[src/rtl/mips_ctrl_pkg.sv]
// Shared types and constants for the multicycle MIPS control sequencer.
//   state_t      : sequencer states
//   OP_*         : decoded instruction[31:26] encodings
//   ALUOP_*      : ALU operation class driven on alu_op
//   ctrl_t       : the eight datapath strobes produced by mips_ctrl_decode
//   is_known_op  : true for the opcodes this sequencer executes
package mips_ctrl_pkg;

  typedef enum logic [2:0] {
    IDLE,
    FETCH,
    DECODE,
    EXEC,
    MEM,
    WB,
    TRAP
  } state_t;

  localparam logic [5:0] OP_RTYPE = 6'h00;
  localparam logic [5:0] OP_LW    = 6'h23;
  localparam logic [5:0] OP_SW    = 6'h2B;
  localparam logic [5:0] OP_BEQ   = 6'h04;
  localparam logic [5:0] OP_ADDI  = 6'h08;

  localparam logic [1:0] ALUOP_ADD   = 2'b00;
  localparam logic [1:0] ALUOP_SUB   = 2'b01;
  localparam logic [1:0] ALUOP_FUNCT = 2'b10;

  typedef struct packed {
    logic       reg_write;
    logic       reg_dst;
    logic       mem_read;
    logic       mem_write;
    logic       alu_src;
    logic       mem_to_reg;  // 1 = ALU result, 0 = memory data
    logic       pc_src;
    logic [1:0] alu_op;
  } ctrl_t;

  function automatic logic is_known_op(input logic [5:0] op);
    logic known;
    case (op)
      OP_RTYPE, OP_LW, OP_SW, OP_BEQ, OP_ADDI: known = 1'b1;
      default:                                 known = 1'b0;
    endcase
    return known;
  endfunction

endpackage

[src/rtl/mips_ctrl_decode.sv]
// Combinational strobe decode for the multicycle MIPS sequencer.
//   state : current sequencer state
//   op    : opcode latched in DECODE
//   zero  : ALU zero flag (only meaningful in EXEC)
//   ctrl  : datapath strobes; all zero outside EXEC/MEM/WB
module mips_ctrl_decode
  import mips_ctrl_pkg::*;
(
  input  state_t     state,
  input  logic [5:0] op,
  input  logic       zero,
  output ctrl_t      ctrl
);

  always_comb begin
    ctrl = '0;
    case (state)
      EXEC: begin
        case (op)
          OP_RTYPE: ctrl.alu_op = ALUOP_FUNCT;
          OP_LW, OP_SW, OP_ADDI: begin
            ctrl.alu_src = 1'b1;
            ctrl.alu_op  = ALUOP_ADD;
          end
          OP_BEQ: begin
            ctrl.alu_op = ALUOP_SUB;
            ctrl.pc_src = zero;
          end
          default: ;
        endcase
      end
      MEM: begin
        ctrl.mem_read  = (op == OP_LW);
        ctrl.mem_write = (op == OP_SW);
      end
      WB: begin
        ctrl.reg_write = 1'b1;
        case (op)
          OP_RTYPE: begin
            ctrl.reg_dst    = 1'b1;
            ctrl.mem_to_reg = 1'b1;
          end
          OP_ADDI: ctrl.mem_to_reg = 1'b1;
          default: ;
        endcase
      end
      default: ;
    endcase
  end

endmodule

[src/rtl/mips_mc_ctrl.sv]
// Multicycle control sequencer for the single-issue MIPS datapath.
// Steps IDLE -> FETCH -> DECODE -> EXEC -> [MEM] -> [WB] and decodes the
// datapath strobes from the state and the opcode latched in DECODE.
//   clk, rst      : core clock; asynchronous active-low reset
//   run           : level, permits leaving IDLE / starting the next fetch
//   opcode, funct : instruction fields, captured in DECODE
//   zero          : ALU zero flag (EXEC), mem_ready : data memory done (MEM)
//   pc_write, ir_write, reg_write, reg_dst, mem_read, mem_write, alu_src,
//   mem_to_reg, pc_src, alu_op : datapath controls
//   instr_done    : pulse on the last state of every instruction
//   trap          : sticky illegal-opcode / memory-timeout flag
// Optional build macro MIPS_CTRL_PERF_EN adds cycle_cnt and instr_cnt.
module mips_mc_ctrl
  import mips_ctrl_pkg::*;
#(
  parameter int unsigned ALU_OP_W    = 2,
  parameter int unsigned MEM_TIMEOUT = 15
) (
  input  logic                clk,
  input  logic                rst,
  input  logic                run,
  input  logic [5:0]          opcode,
  input  logic [5:0]          funct,
  input  logic                zero,
  input  logic                mem_ready,
  output logic                pc_write,
  output logic                ir_write,
  output logic                reg_write,
  output logic                reg_dst,
  output logic                mem_read,
  output logic                mem_write,
  output logic                alu_src,
  output logic                mem_to_reg,
  output logic                pc_src,
  output logic [ALU_OP_W-1:0] alu_op,
  output logic                instr_done,
  output logic                trap
`ifdef MIPS_CTRL_PERF_EN
  ,
  output logic [31:0]         cycle_cnt,
  output logic [31:0]         instr_cnt
`endif
);

  localparam int unsigned      CNT_W     = $clog2(MEM_TIMEOUT + 1);
  localparam logic [CNT_W-1:0] WAIT_LAST = CNT_W'(MEM_TIMEOUT - 1);

  state_t           state_q, state_d;
  logic [5:0]       op_q;
  logic [5:0]       funct_q;
  logic [CNT_W-1:0] wait_q;
  ctrl_t            ctrl;
  state_t           after_done;

  // funct is held for the ALU-control stage; this block never consumes it.
  logic unused_funct;
  assign unused_funct = ^funct_q;

  mips_ctrl_decode u_decode (
    .state (state_q),
    .op    (op_q),
    .zero  (zero),
    .ctrl  (ctrl)
  );

  always_ff @(posedge clk or negedge rst) begin
    if (!rst) begin
      state_q <= IDLE;
      op_q    <= '0;
      funct_q <= '0;
      wait_q  <= '0;
    end else begin
      state_q <= state_d;
      if (state_q == DECODE) begin
        op_q    <= opcode;
        funct_q <= funct;
      end
      // On the final stalled cycle the counter reaches MEM_TIMEOUT on the
      // same edge that moves the FSM into TRAP.
      if (state_q == MEM) begin
        if (mem_ready) wait_q <= '0;
        else           wait_q <= wait_q + 1'b1;
      end
    end
  end

  always_comb begin
    after_done = run ? FETCH : IDLE;
    state_d    = state_q;
    case (state_q)
      IDLE:   if (run) state_d = FETCH;
      FETCH:  state_d = DECODE;
      DECODE: state_d = is_known_op(opcode) ? EXEC : TRAP;
      EXEC: begin
        case (op_q)
          OP_BEQ:       state_d = after_done;
          OP_LW, OP_SW: state_d = MEM;
          default:      state_d = WB;
        endcase
      end
      MEM: begin
        if (mem_ready)              state_d = (op_q == OP_LW) ? WB : after_done;
        else if (wait_q == WAIT_LAST) state_d = TRAP;
      end
      WB:     state_d = after_done;
      TRAP:   state_d = TRAP;
      default: state_d = IDLE;
    endcase
  end

  always_comb begin
    reg_write  = ctrl.reg_write;
    reg_dst    = ctrl.reg_dst;
    mem_read   = ctrl.mem_read;
    mem_write  = ctrl.mem_write;
    alu_src    = ctrl.alu_src;
    mem_to_reg = ctrl.mem_to_reg;
    pc_src     = ctrl.pc_src;
    alu_op     = ALU_OP_W'(ctrl.alu_op);
    ir_write   = (state_q == FETCH);
    pc_write   = (state_q == FETCH) ||
                 ((state_q == EXEC) && (op_q == OP_BEQ) && zero);
    instr_done = ((state_q == EXEC) && (op_q == OP_BEQ)) ||
                 ((state_q == MEM) && (op_q == OP_SW) && mem_ready) ||
                 (state_q == WB);
    trap       = (state_q == TRAP);
  end

`ifdef MIPS_CTRL_PERF_EN
  always_ff @(posedge clk or negedge rst) begin
    if (!rst) begin
      cycle_cnt <= '0;
      instr_cnt <= '0;
    end else begin
      if ((state_q != IDLE) && (state_q != TRAP)) cycle_cnt <= cycle_cnt + 32'd1;
      if (instr_done)                             instr_cnt <= instr_cnt + 32'd1;
    end
  end
`endif

endmodule

[config.mk]
export PLATFORM = sky130hd
export DESIGN_NAME = mips_mc_ctrl
export DESIGN_NICKNAME = d
export VERILOG_FILES = /design/src/rtl/mips_ctrl_pkg.sv /design/src/rtl/mips_ctrl_decode.sv /design/src/rtl/mips_mc_ctrl.sv
export SDC_FILE = /design/constraint.sdc
export NUM_CORES = 1
export LEC_CHECK = 0
export ABC_AREA = 1
export BUFFER_PORTS_ARGS = -buffer_cell sky130_fd_sc_hd__buf_2
export CAP_MARGIN = 20
export CORE_UTILIZATION = 41
export CTS_BUF_LIST = sky130_fd_sc_hd__clkbuf_16
export CTS_CLUSTER_SIZE = 24
export DETAILED_ROUTE_END_ITERATION = 16
export PLACE_DENSITY = 0.7
export SLEW_MARGIN = 30
export SYNTH_ARGS = -nofsm -noshare
export SYNTH_HDL_FRONTEND = slang
export SYNTH_SLANG_ARGS = --single-unit
[constraint.sdc]
create_clock -name clk -period 1.17 [get_ports clk]
set_input_delay 0.1755 -clock clk [delete_from_list [all_inputs] [get_ports clk]]
set_output_delay 0.1755 -clock clk [all_outputs]
set_load 0.005 [all_outputs]
==> flow_metrics.py, run 1 <==
metrics = {
    "outcome": {
        "status": "complete, but fails checks",
        "violations": "negative setup slack",
    },
    "synth": {
        "netlist_instances": 127,
        "synth_top_family_by_area": "simple AND/OR/NAND/NOR gates",
        "avgSynthCellArea_um2": 7.16,
        "ys_ff_latch": 13,
        "synthTopCellsByArea": "dfrtp_1 36%, nand2_1 12%, inv_1 7.0%",
        "synth_top_cell_by_area": "dfrtp_1",
        "synth_top_area_frac": 0.358,
        "synth_fp_nets": 146,
        "synth_compound_area_frac": 0.0798,
        "seq_area_frac_synth": 0.358,
        "synth_edf_count": 0,
        "synth_fa_ha_area_frac": 0.0275,
        "synth_cell_types": 23,
        "synth-simple-area-share": 0.432,
        "synth_ff_type": "dfrtp_1",
        "ys_warn_count": 0,
        "async_reset_ff_frac": 1.00,
        "syn_area_um2": 910,
        "synth.area.mux_share": 0,
        "synth_common_cells": "30 x nand2_1, 17 x inv_1, 17 x nor2_1",
        "synth-xor-area-share": 0,
        "synth.most_common_cell": "nand2_1",
    },
    "critical_path": {
        "critical_path_class": "register to primary output",
        "r2r_start": "op_q[1]",
        "rr_worst_depth": 8,
        "cpPeakStageDelay_ps": 400,
        "cp.required_ps": 990,
        "end_kind": "primary output",
        "timing.reg2reg.setup_slack_ps": -200,
        "r2r_end": "state_q[0]",
        "crit_fanout": 3,
        "path_cells": "nand2_1 > nor3_4 > nand2_1 > nor2_2 > nand2_1 > nand3_1 > buf_2",
        "cpMostUsedCell": "nand2_1",
        "cpMaxStageDelayCell": "dfrtp_1",
        "cp_data_arrival_time_ps": 1480,
        "startpoint_type": "register",
    },
    "timing": {
        "maxClockFrequency_mhz": 605,
        "hold_violations": 0,
        "setup-tns-final_ps": -5770,
        "skew_ps": 1.88,
        "setup_ws_ps": -482,
        "setup_viol": 26,
        "finalCriticalPeriod_ps": 1650,
        "rsz0062_at_grt": "true",
        "period_share": 1.41,
        "worstMarginPinSlew_ps": 321,
        "maxSlewHeadroom": 0.786,
        "final_max_slew_viol_count": 0,
    },
    "detailed_routing": {
        "drc": 0,
        "finalWirelength_um": 3370,
        "drtPass1Iterations": 4,
        "dr_total_vias": 1168,
        "antenna_left": 0,
        "avgRoutedWirePerCell_um": 15.3,
        "vias_per_cell": 5.31,
        "drt_iter0_markers": 33,
    },
    "placed_design": {
        "gp_congestion": 0.851,
        "io_buffers": 23,
        "dp_hpwl_um": 1740,
        "preCtsSetupSlack_ps": -196,
    },
    "worst_hold_path": {
        "holdPathEnd": "op_q[0]",
        "hold-path-cell-count": 3,
        "hp-start": "opcode[0]",
        "hold_class": "input pin to register",
    },
    "cts": {
        "cts-root-buf": "clkbuf_16",
        "clk_path_buf_depth": 2,
        "clk_pin_slew_worst_paths_ps": 50,
        "htree_levels": 1,
        "clock_sinks": 13,
        "clock_latency_ps": 240,
        "tritoncts": "done",
        "cts_made_buffers": 3,
    },
    "global_routing": {
        "grt_max_degree": 14,
        "grt-ovfl-total": 0,
        "grt_usage": 0.247,
        "grt_pass1_wl_um": 4630,
        "grt_pass1_vias": 1105,
        "antenna_found_initial": 0,
    },
    "die": {
        "core_um2": 2020,
        "die_w_um": 49.1,
        "dieArea_um2": 2410,
        "initial_core_util": 0.450,
        "std_cell_rows": 16,
        "io_pins": 30,
        "die_y_um": 49.1,
    },
    "cells_and_area": {
        "diodes": 0,
        "synthToLayoutAreaGrowth_pct": 84.3,
        "nets": 213,
        "drive_gt1_frac": 0.611,
    },
    "power": {
        "peakVddDrop_mv": 1.49,
        "power_density_nw_per_um2": 2550,
        "p_leak_nw": 0.876,
    },
    "job": {
        "drv_cap": 0,
    },
}
==> final cells by class <==
type	instances	area, um2
timing repair buffer	63	485
clock buffer	3	75.1
inverter	22	95.1
tap	27	33.8
clock inverter	1	3.75
sequential	13	330
fill	102	345
multi-input combinational	91	653
==> metrics by stage <==
| stage | total power [mW] | utilization | hold slack, ps | cells | instance area (um2) |
|---|---|---|---|---|---|
| global placement | 2.33 | 0.597 | 81.0 | 196 | 1210 |
| CTS | 3.40 | 0.705 | 171 | 208 | 1430 |
| detailed placement | 2.38 | 0.597 | 84.1 | 196 | 1210 |
| global route | 4.50 | 0.829 | 178 | 220 | 1680 |
| floorplan | 1.76 | - | -120 | 127 | 920 |
| finish | 4.28 | 0.829 | 164 | 220 | 1680 |
==> how the worst max path moves through the flow <==
stage	startpoint	end	slack, ps	depth (start not counted)
global placement	op_q[4]	instr_done	-130	6
detailed placement	op_q[4]	instr_done	-200	6
floorplan	op_q[0]	pc_write	-10	6
finish	op_q[1]	instr_done	-480	7
global route	op_q[3]	instr_done	-570	7
CTS	op_q[1]	pc_write	-370	7
==> report_power, final <==
group / internal, mW / leakage, nW / total, mW / switching (mW)
Combinational: 1.33 / 0.676 / 2.64 / 1.30
Clock: 0.452 / 0.0423 / 0.649 / 0.197
Sequential: 0.680 / 0.158 / 0.995 / 0.314
==> registers in the layout, summed over array words and instances (netlist names) <==
name and count:
state_q 3, op_q 6, wait_q 4
==> repair_timing <==
action | in CTS | in global routing
hold endpoints to repair | 13 | 0
buffers inserted | 7 | 14
endpoints found under the setup margin | 24 | 26
pin swaps | 10 | 15
hold buffers | 1 | 0
resized for setup | 24 | 42
==> cell usage in the layout (no fill, tap or decap) <==
master and n:
nor2_4 10, nor4_4 1, inv_4 1, dfrtp_2 4
nor3b_2 1, ha_1 2, a31o_1 1, nor4_1 2
nor3_4 2, o2111ai_2 1, nor2_1 10, dlygate4sd3_1 1
a21oi_2 1, nor2_2 4, buf_4 27, nand2_2 9
dfrtp_1 9, nand3_4 1, or2_1 1, o21ai_1 6
inv_6 2, nand3_1 7, clkbuf_16 3, nand2_8 1
a21oi_1 2, nor3_2 1, buf_12 1, inv_1 14
nand2_4 3, buf_6 10, nand3_2 3, o21ai_2 2
buf_8 2, nand2_1 20, inv_2 6, buf_2 22
==> worst max-delay path: cells and delay by family (launching register included) <==
| family | cells | cell delay, ps |
|---|---|---|
| flops | 1 | 400 |
| simple gates | 6 | 720 |
| buf+inv | 1 | 110 |
==> routing by layer <==
| layer | routed length [um] | track usage |
|---|---|---|
| met5 | 0 | 0 |
| met4 | 101 | 0.152 |
| met3 | 148 | 0.0280 |
| met2 | 1790 | 0.452 |
| met1 | 1320 | 0.268 |
==> kinds of logic after synthesis <==
group,after synthesis
adders and majority gates,2
buffers and inverters,23
and+or+nand+nor,76
AOI/OAI and AO/OA,13
DFF,13
Note: power is estimated with default switching activity, not from simulation.
==> run 2, diff against run 1 <==
--- a/config.mk
+++ b/config.mk
@@ -7,13 +7,13 @@
 export LEC_CHECK = 0
 export ABC_AREA = 1
 export BUFFER_PORTS_ARGS = -buffer_cell sky130_fd_sc_hd__buf_2
-export CAP_MARGIN = 20
 export CORE_UTILIZATION = 41
 export CTS_BUF_LIST = sky130_fd_sc_hd__clkbuf_16
 export CTS_CLUSTER_SIZE = 24
 export DETAILED_ROUTE_END_ITERATION = 16
-export PLACE_DENSITY = 0.7
+export PLACE_DENSITY = 0.69
 export SLEW_MARGIN = 30
 export SYNTH_ARGS = -nofsm -noshare
 export SYNTH_HDL_FRONTEND = slang
+export SYNTH_HIERARCHICAL = 1
 export SYNTH_SLANG_ARGS = --single-unit
==> flow_metrics.py, run 2 <==
metrics = {
    "die": {
        "io_pins": 30,
        "die_w_um": 51.2,
        "std_cell_rows": 17,
        "die_y_um": 51.2,
        "dieArea_um2": 2620,
        "initial_core_util": 0.440,
        "core_um2": 2250,
    },
    "cells_and_area": {
        "synthToLayoutAreaGrowth_pct": 76.9,
        "fillCellCount": 129,
        "final_common_cell": "nand2_1",
        "final_cell_area_um2": 1750,
        "nets": 227,
        "utilization": 0.777,
        "largestRegisters": "op_q x6, wait_q x4, state_q x3",
        "diodes": 0,
        "final_cell_mix": "24 x nand2_1, 22 x buf_2, 19 x inv_1",
        "largest_reg_flops": 6,
        "drive_gt1_frac": 0.594,
        "top_register": "op_q",
    },
    "global_routing": {
        "grt_pass1_wl_um": 4860,
        "antenna_found_initial": 0,
        "grt_max_degree": 14,
        "grt-ovfl-total": 0,
        "grt_pass1_vias": 1186,
        "grt_usage": 0.253,
    },
    "detailed_routing": {
        "drtPass1Iterations": 4,
        "dr_total_vias": 1236,
        "avgRoutedWirePerCell_um": 15.6,
        "vias_per_cell": 5.26,
        "antenna_left": 0,
        "wl_met1_um": 1230,
        "drc": 0,
        "wl_met3_um": 194,
        "finalWirelength_um": 3670,
        "drt_iter0_markers": 53,
        "dr.max_layer_used": "met4",
        "wl_met2_um": 2100,
    },
    "timing": {
        "maxSlewHeadroom": 0.782,
        "final_max_slew_viol_count": 0,
        "whs_ps": 177,
        "maxClockFrequency_mhz": 609,
        "finalCriticalPeriod_ps": 1640,
        "setup_ws_ps": -471,
        "rsz0062_at_grt": "true",
        "skew_ps": 2.54,
        "setup-tns-final_ps": -5890,
        "worstMarginPinSlew_ps": 327,
        "setup_viol": 26,
        "hold_violations": 0,
        "period_share": 1.40,
    },
    "synth": {
        "async_reset_ff_frac": 1.00,
        "syn_area_um2": 991,
        "synthTopCellsByArea": "dfrtp_1 33%, nand2_1 13%, inv_1 9.8%",
        "seq_area_frac_synth": 0.328,
        "synth_top_area_frac": 0.328,
        "synth_common_cells": "35 x nand2_1, 26 x inv_1, 24 x nor2_1",
        "netlist_instances": 146,
        "synth_edf_count": 0,
        "synth_fp_nets": 165,
        "synth_ff_type": "dfrtp_1",
        "synth_top_cell_by_area": "dfrtp_1",
        "synth_cell_types": 28,
        "ys_ff_latch": 13,
        "avgSynthCellArea_um2": 6.79,
        "synth.most_common_cell": "nand2_1",
        "ys_warn_count": 6,
    },
    "critical_path": {
        "cpMostUsedCell": "nand2_1",
        "critical_path_class": "register to primary output",
        "path_cells": "buf_6 > nand2_1 > inv_2 > nand3b_1 > nor2_1 > nand2_1 > nand3_1 > buf_2",
        "end_kind": "primary output",
        "crit_fanout": 4,
        "cp_data_arrival_time_ps": 1470,
        "cp.required_ps": 990,
        "cpPeakStageDelay_ps": 360,
        "startpoint_type": "register",
        "cpMaxStageDelayCell": "dfrtp_1",
    },
    "power": {
        "peakVddDrop_mv": 1.70,
        "p_leak_nw": 0.884,
        "power_density_nw_per_um2": 2610,
        "power.total_mw": 4.57,
    },
    "job": {
        "drv_cap": 0,
    },
    "placed_design": {
        "io_buffers": 23,
        "gp_congestion": 0.833,
        "dpl_cell_area_um2": 1250,
        "dp_hpwl_um": 1950,
    },
    "outcome": {
        "violations": "negative setup slack",
        "status": "complete, but fails checks",
    },
    "cts": {
        "htree_levels": 1,
        "tritoncts": "done",
        "clk_path_buf_depth": 2,
        "clock_latency_ps": 240,
        "clock_sinks": 13,
        "cts_made_buffers": 3,
        "clk_pin_slew_worst_paths_ps": 50,
        "cts-root-buf": "clkbuf_16",
    },
    "worst_hold_path": {
        "hold_class": "input pin to register",
    },
}
run 2: critical path: cells and delay by family (launching register included):
family | cells | cell delay [ps]
buffers and inverters | 3 | 310
DFF | 1 | 360
and+or+nand+nor | 5 | 560
run 2: power breakdown:
group | switching, mW | internal (mW) | total [mW]
clock | 0.204 | 0.452 | 0.657
combinational | 1.52 | 1.42 | 2.95
sequential | 0.285 | 0.684 | 0.969
total | 2.01 | 2.56 | 4.57
run 2: through the flow:
stage	setup WS (ps)	instances
finish	-471	235
global route	-482	235
CTS	-329	226
detailed placement	-133	212
global placement	-99.9	212
floorplan	-16.7	146
run 2: cells by family (layout without fill, tap and decap cells):
logic type | count (synthesis) | count (layout) | share of synthesized area
simple gates | 90 | 90 | 0.453
flops | 13 | 13 | 0.328
compound gates | 13 | 13 | 0.0795
buf+inv | 28 | 89 | 0.114
fa+ha+maj | 2 | 2 | 0.0252
run 2: cell type report:
type / instances / area [um2] / area share
repair buffers: 58 / 450 / 0.257
well taps: 28 / 35.0 / 0.0200
flip-flops and latches: 13 / 332 / 0.189
inverters: 27 / 109 / 0.0621
clock buffers: 3 / 75.1 / 0.0428
multi-input cells: 105 / 748 / 0.427
clock inverters: 1 / 3.75 / 0.00214
run 2: final timing paths:
path,slack (ps),depth (start not counted),start,endpoint
worst max-delay path,-470,8,op_q[0],instr_done
worst max register to register,-240,7,state_q[0],state_q[1]
worst min register to register,580,2,wait_q[1],wait_q[1]
min in group asynchronous,360,2,rst,state_q[1]
worst min-delay path,180,3,opcode[4],op_q[4]
max in group asynchronous,540,2,rst,op_q[2]
run 2: metal layers:
| layer | vias up | track usage |
|---|---|---|
| met5 | - | 0 |
| met4 | 0 | 0.111 |
| met3 | 22 | 0.0327 |
| met2 | 69 | 0.526 |
| met1 | 569 | 0.236 |
| li1 | 576 | - |
run 2: repair_timing:
action | in CTS | in global routing
pin swaps | 23 | 25
setup endpoints to repair | 25 | 26
hold endpoints to repair | 13 | 0
gates cloned | 0 | 0
hold buffers | 1 | 0
gates resized for setup | 47 | 38
buffers inserted | 11 | 10
==> run 3, diff against run 2 <==
--- a/config.mk
+++ b/config.mk
@@ -5,13 +5,14 @@
 export SDC_FILE = /design/constraint.sdc
 export NUM_CORES = 1
 export LEC_CHECK = 0
-export ABC_AREA = 1
 export BUFFER_PORTS_ARGS = -buffer_cell sky130_fd_sc_hd__buf_2
+export CORE_ASPECT_RATIO = 1.4
 export CORE_UTILIZATION = 41
 export CTS_BUF_LIST = sky130_fd_sc_hd__clkbuf_16
 export CTS_CLUSTER_SIZE = 24
 export DETAILED_ROUTE_END_ITERATION = 16
-export PLACE_DENSITY = 0.69
+export GPL_TIMING_DRIVEN = 0
+export PLACE_DENSITY = 0.7
 export SLEW_MARGIN = 30
 export SYNTH_ARGS = -nofsm -noshare
 export SYNTH_HDL_FRONTEND = slang
==> flow_metrics.py, run 3 <==
metrics = {
    "outcome": {
        "status": "complete, but fails checks",
        "violations": "negative setup slack",
    },
    "synth": {
        "synth_ff_type": "dfrtp_1",
        "seq_area_frac_synth": 0.360,
        "synth_top_area_frac": 0.360,
        "syn_area_um2": 903,
        "synth_cell_types": 38,
        "async_reset_ff_frac": 1.00,
        "ys_ff_latch": 13,
        "synth_top_cell_by_area": "dfrtp_1",
        "netlist_instances": 94,
        "synth_edf_count": 0,
        "synth_fp_nets": 113,
        "synth.most_common_cell": "dfrtp_1",
        "avgSynthCellArea_um2": 9.61,
        "synthTopCellsByArea": "dfrtp_1 36%, mux2_2 7.5%, nor3_1 3.3%",
        "ys_warn_count": 6,
    },
    "critical_path": {
        "critical_path_class": "register to primary output",
        "crit_fanout": 5,
        "path_buf_inv": 2,
        "startpoint_type": "register",
        "path_cells": "buf_6 > nor4b_4 > nand2_2 > o21ai_2 > a21o_1 > buf_2",
        "end_kind": "primary output",
        "cp_data_arrival_time_ps": 1660,
        "cpPeakStageDelay_ps": 450,
        "cp.required_ps": 990,
        "cpMaxStageDelayCell": "dfrtp_2",
        "cp_top_family": "flip-flops",
    },
    "power": {
        "combPwrFrac": 0.602,
        "p_switching_mw": 1.65,
        "peakVddDrop_mv": 1.74,
        "power_switching_share": 0.389,
        "p_int_mw": 2.59,
        "seqPwrFrac": 0.248,
        "p_clk_frac": 0.150,
        "power_density_nw_per_um2": 2650,
        "p_leak_nw": 0.723,
    },
    "timing": {
        "hold_violations": 0,
        "setup_ws_ps": -663,
        "skew_ps": 3.57,
        "finalCriticalPeriod_ps": 1830,
        "setup_viol": 25,
        "rsz0062_at_grt": "true",
        "maxSlewHeadroom": 0.755,
        "worstMarginPinSlew_ps": 363,
        "whs_ps": 183,
        "maxClockFrequency_mhz": 546,
        "period_share": 1.57,
        "setup-tns-final_ps": -10230,
        "final_max_slew_viol_count": 0,
    },
    "die": {
        "core_um2": 2020,
        "std_cell_rows": 19,
        "initial_core_util": 0.447,
        "io_pins": 30,
        "die_y_um": 57.5,
        "dieArea_um2": 2400,
        "die_w_um": 41.7,
    },
    "cells_and_area": {
        "diodes": 0,
        "largest_reg_flops": 6,
        "final_cell_mix": "23 x buf_2, 17 x buf_4, 11 x buf_6",
        "top_register": "op_q",
        "drive_gt1_frac": 0.680,
        "final_common_cell": "buf_2",
        "synthToLayoutAreaGrowth_pct": 77.1,
        "nets": 170,
        "largestRegisters": "op_q x6, wait_q x4, state_q x3",
        "stdcell_count": 171,
    },
    "detailed_routing": {
        "drt_iter0_markers": 42,
        "vias_per_cell": 5.91,
        "drtPass1Iterations": 4,
        "dr_total_vias": 1010,
        "antenna_left": 0,
        "drc": 0,
        "finalWirelength_um": 2980,
        "avgRoutedWirePerCell_um": 17.4,
    },
    "global_routing": {
        "grt_usage": 0.245,
        "grt_max_degree": 14,
        "grt-ovfl-total": 0,
        "antenna_found_initial": 0,
        "grt_pass1_wl_um": 4490,
        "grt_pass1_vias": 969,
    },
    "cts": {
        "clock_sinks": 13,
        "clk_path_buf_depth": 2,
        "cts_made_buffers": 3,
        "tritoncts": "done",
        "clk_pin_slew_worst_paths_ps": 50,
        "clock_latency_ps": 240,
        "htree_levels": 1,
        "cts-root-buf": "clkbuf_16",
    },
    "worst_hold_path": {
        "hold_class": "input pin to register",
    },
    "placed_design": {
        "place_inst": 138,
        "dp_hpwl_um": 1510,
        "gp_congestion": 0.776,
        "io_buffers": 23,
    },
    "job": {
        "drv_cap": 0,
    },
}
==> run 3: cell type report <==
cell class / instances / area (um2)
inverters: 6 / 22.5
plain buffers: 2 / 22.5
clock buffers: 3 / 75.1
fillers: 126 / 420
flip-flops and latches: 13 / 337
multi-input cells: 73 / 724
clock inverters: 1 / 3.75
repair buffers: 52 / 389
well taps: 21 / 26.3
==> run 3: power groups by stage <==
| stage | registers (mW) | logic, mW | clock network [mW] |
|---|---|---|---|
| after floorplan | 1.03 | 1.06 | 0 |
| after global placement | 1.15 | 1.24 | 0 |
| after detailed placement | 1.16 | 1.26 | 0 |
| after CTS | 1.04 | 2.20 | 0.644 |
| after global routing | 1.08 | 2.68 | 0.673 |
| final | 1.05 | 2.55 | 0.635 |
==> run 3: logic make-up (layout without fill, tap and decap cells) <==
logic type / after synthesis / after routing / synth area share
AOI/OAI and AO/OA: 17 / 17 / 0.145
adders and majority gates: 2 / 2 / 0.0277
buffers and inverters: 8 / 64 / 0.0360
DFF: 13 / 13 / 0.360
muxes: 7 / 7 / 0.0859
and+or+nand+nor: 47 / 47 / 0.345
==> run 3: routing by layer <==
metal,vias to the layer above,global-route usage,part of all wire,wire length [um]
li1,472,-,-,-
met5,-,0,0,0
met3,4,0.0506,0.030,90
met4,0,0.106,0.0084,25
met2,32,0.424,0.56,1680
met1,502,0.289,0.40,1180
==> run 3: per-stage QoR <==
stage               setup slack (ps)   util  total power [mW]  instance area (um2)
global route                    -722  0.792              4.43                 1600
detailed placement              -444  0.572              2.42                 1160
finish                          -663  0.792              4.23                 1600
CTS                             -660  0.744              3.88                 1500
global placement                -435  0.572              2.39                 1160
floorplan                       -272      -              2.09                 1010
==> run 3: worst paths after layout <==
check / start / to / slack, ps / depth (start not counted)
max: op_q[3] / instr_done / -660 / 6
min: opcode[4] / op_q[4] / 180 / 2
max reg2reg: op_q[3] / state_q[0] / -490 / 5
min reg2reg: wait_q[1] / wait_q[1] / 560 / 2
max in group asynchronous: rst / state_q[2] / 560 / 2
min in group asynchronous: rst / op_q[2] / 360 / 2
==> run 3: repair_timing <==
item,in CTS,in global routing
pin swaps,10,15
gates cloned,1,0
setup buffers,22,9
hold buffers,1,0
hold endpoints to repair,13,0
endpoints found under the setup margin,25,26
gates resized for setup,22,21
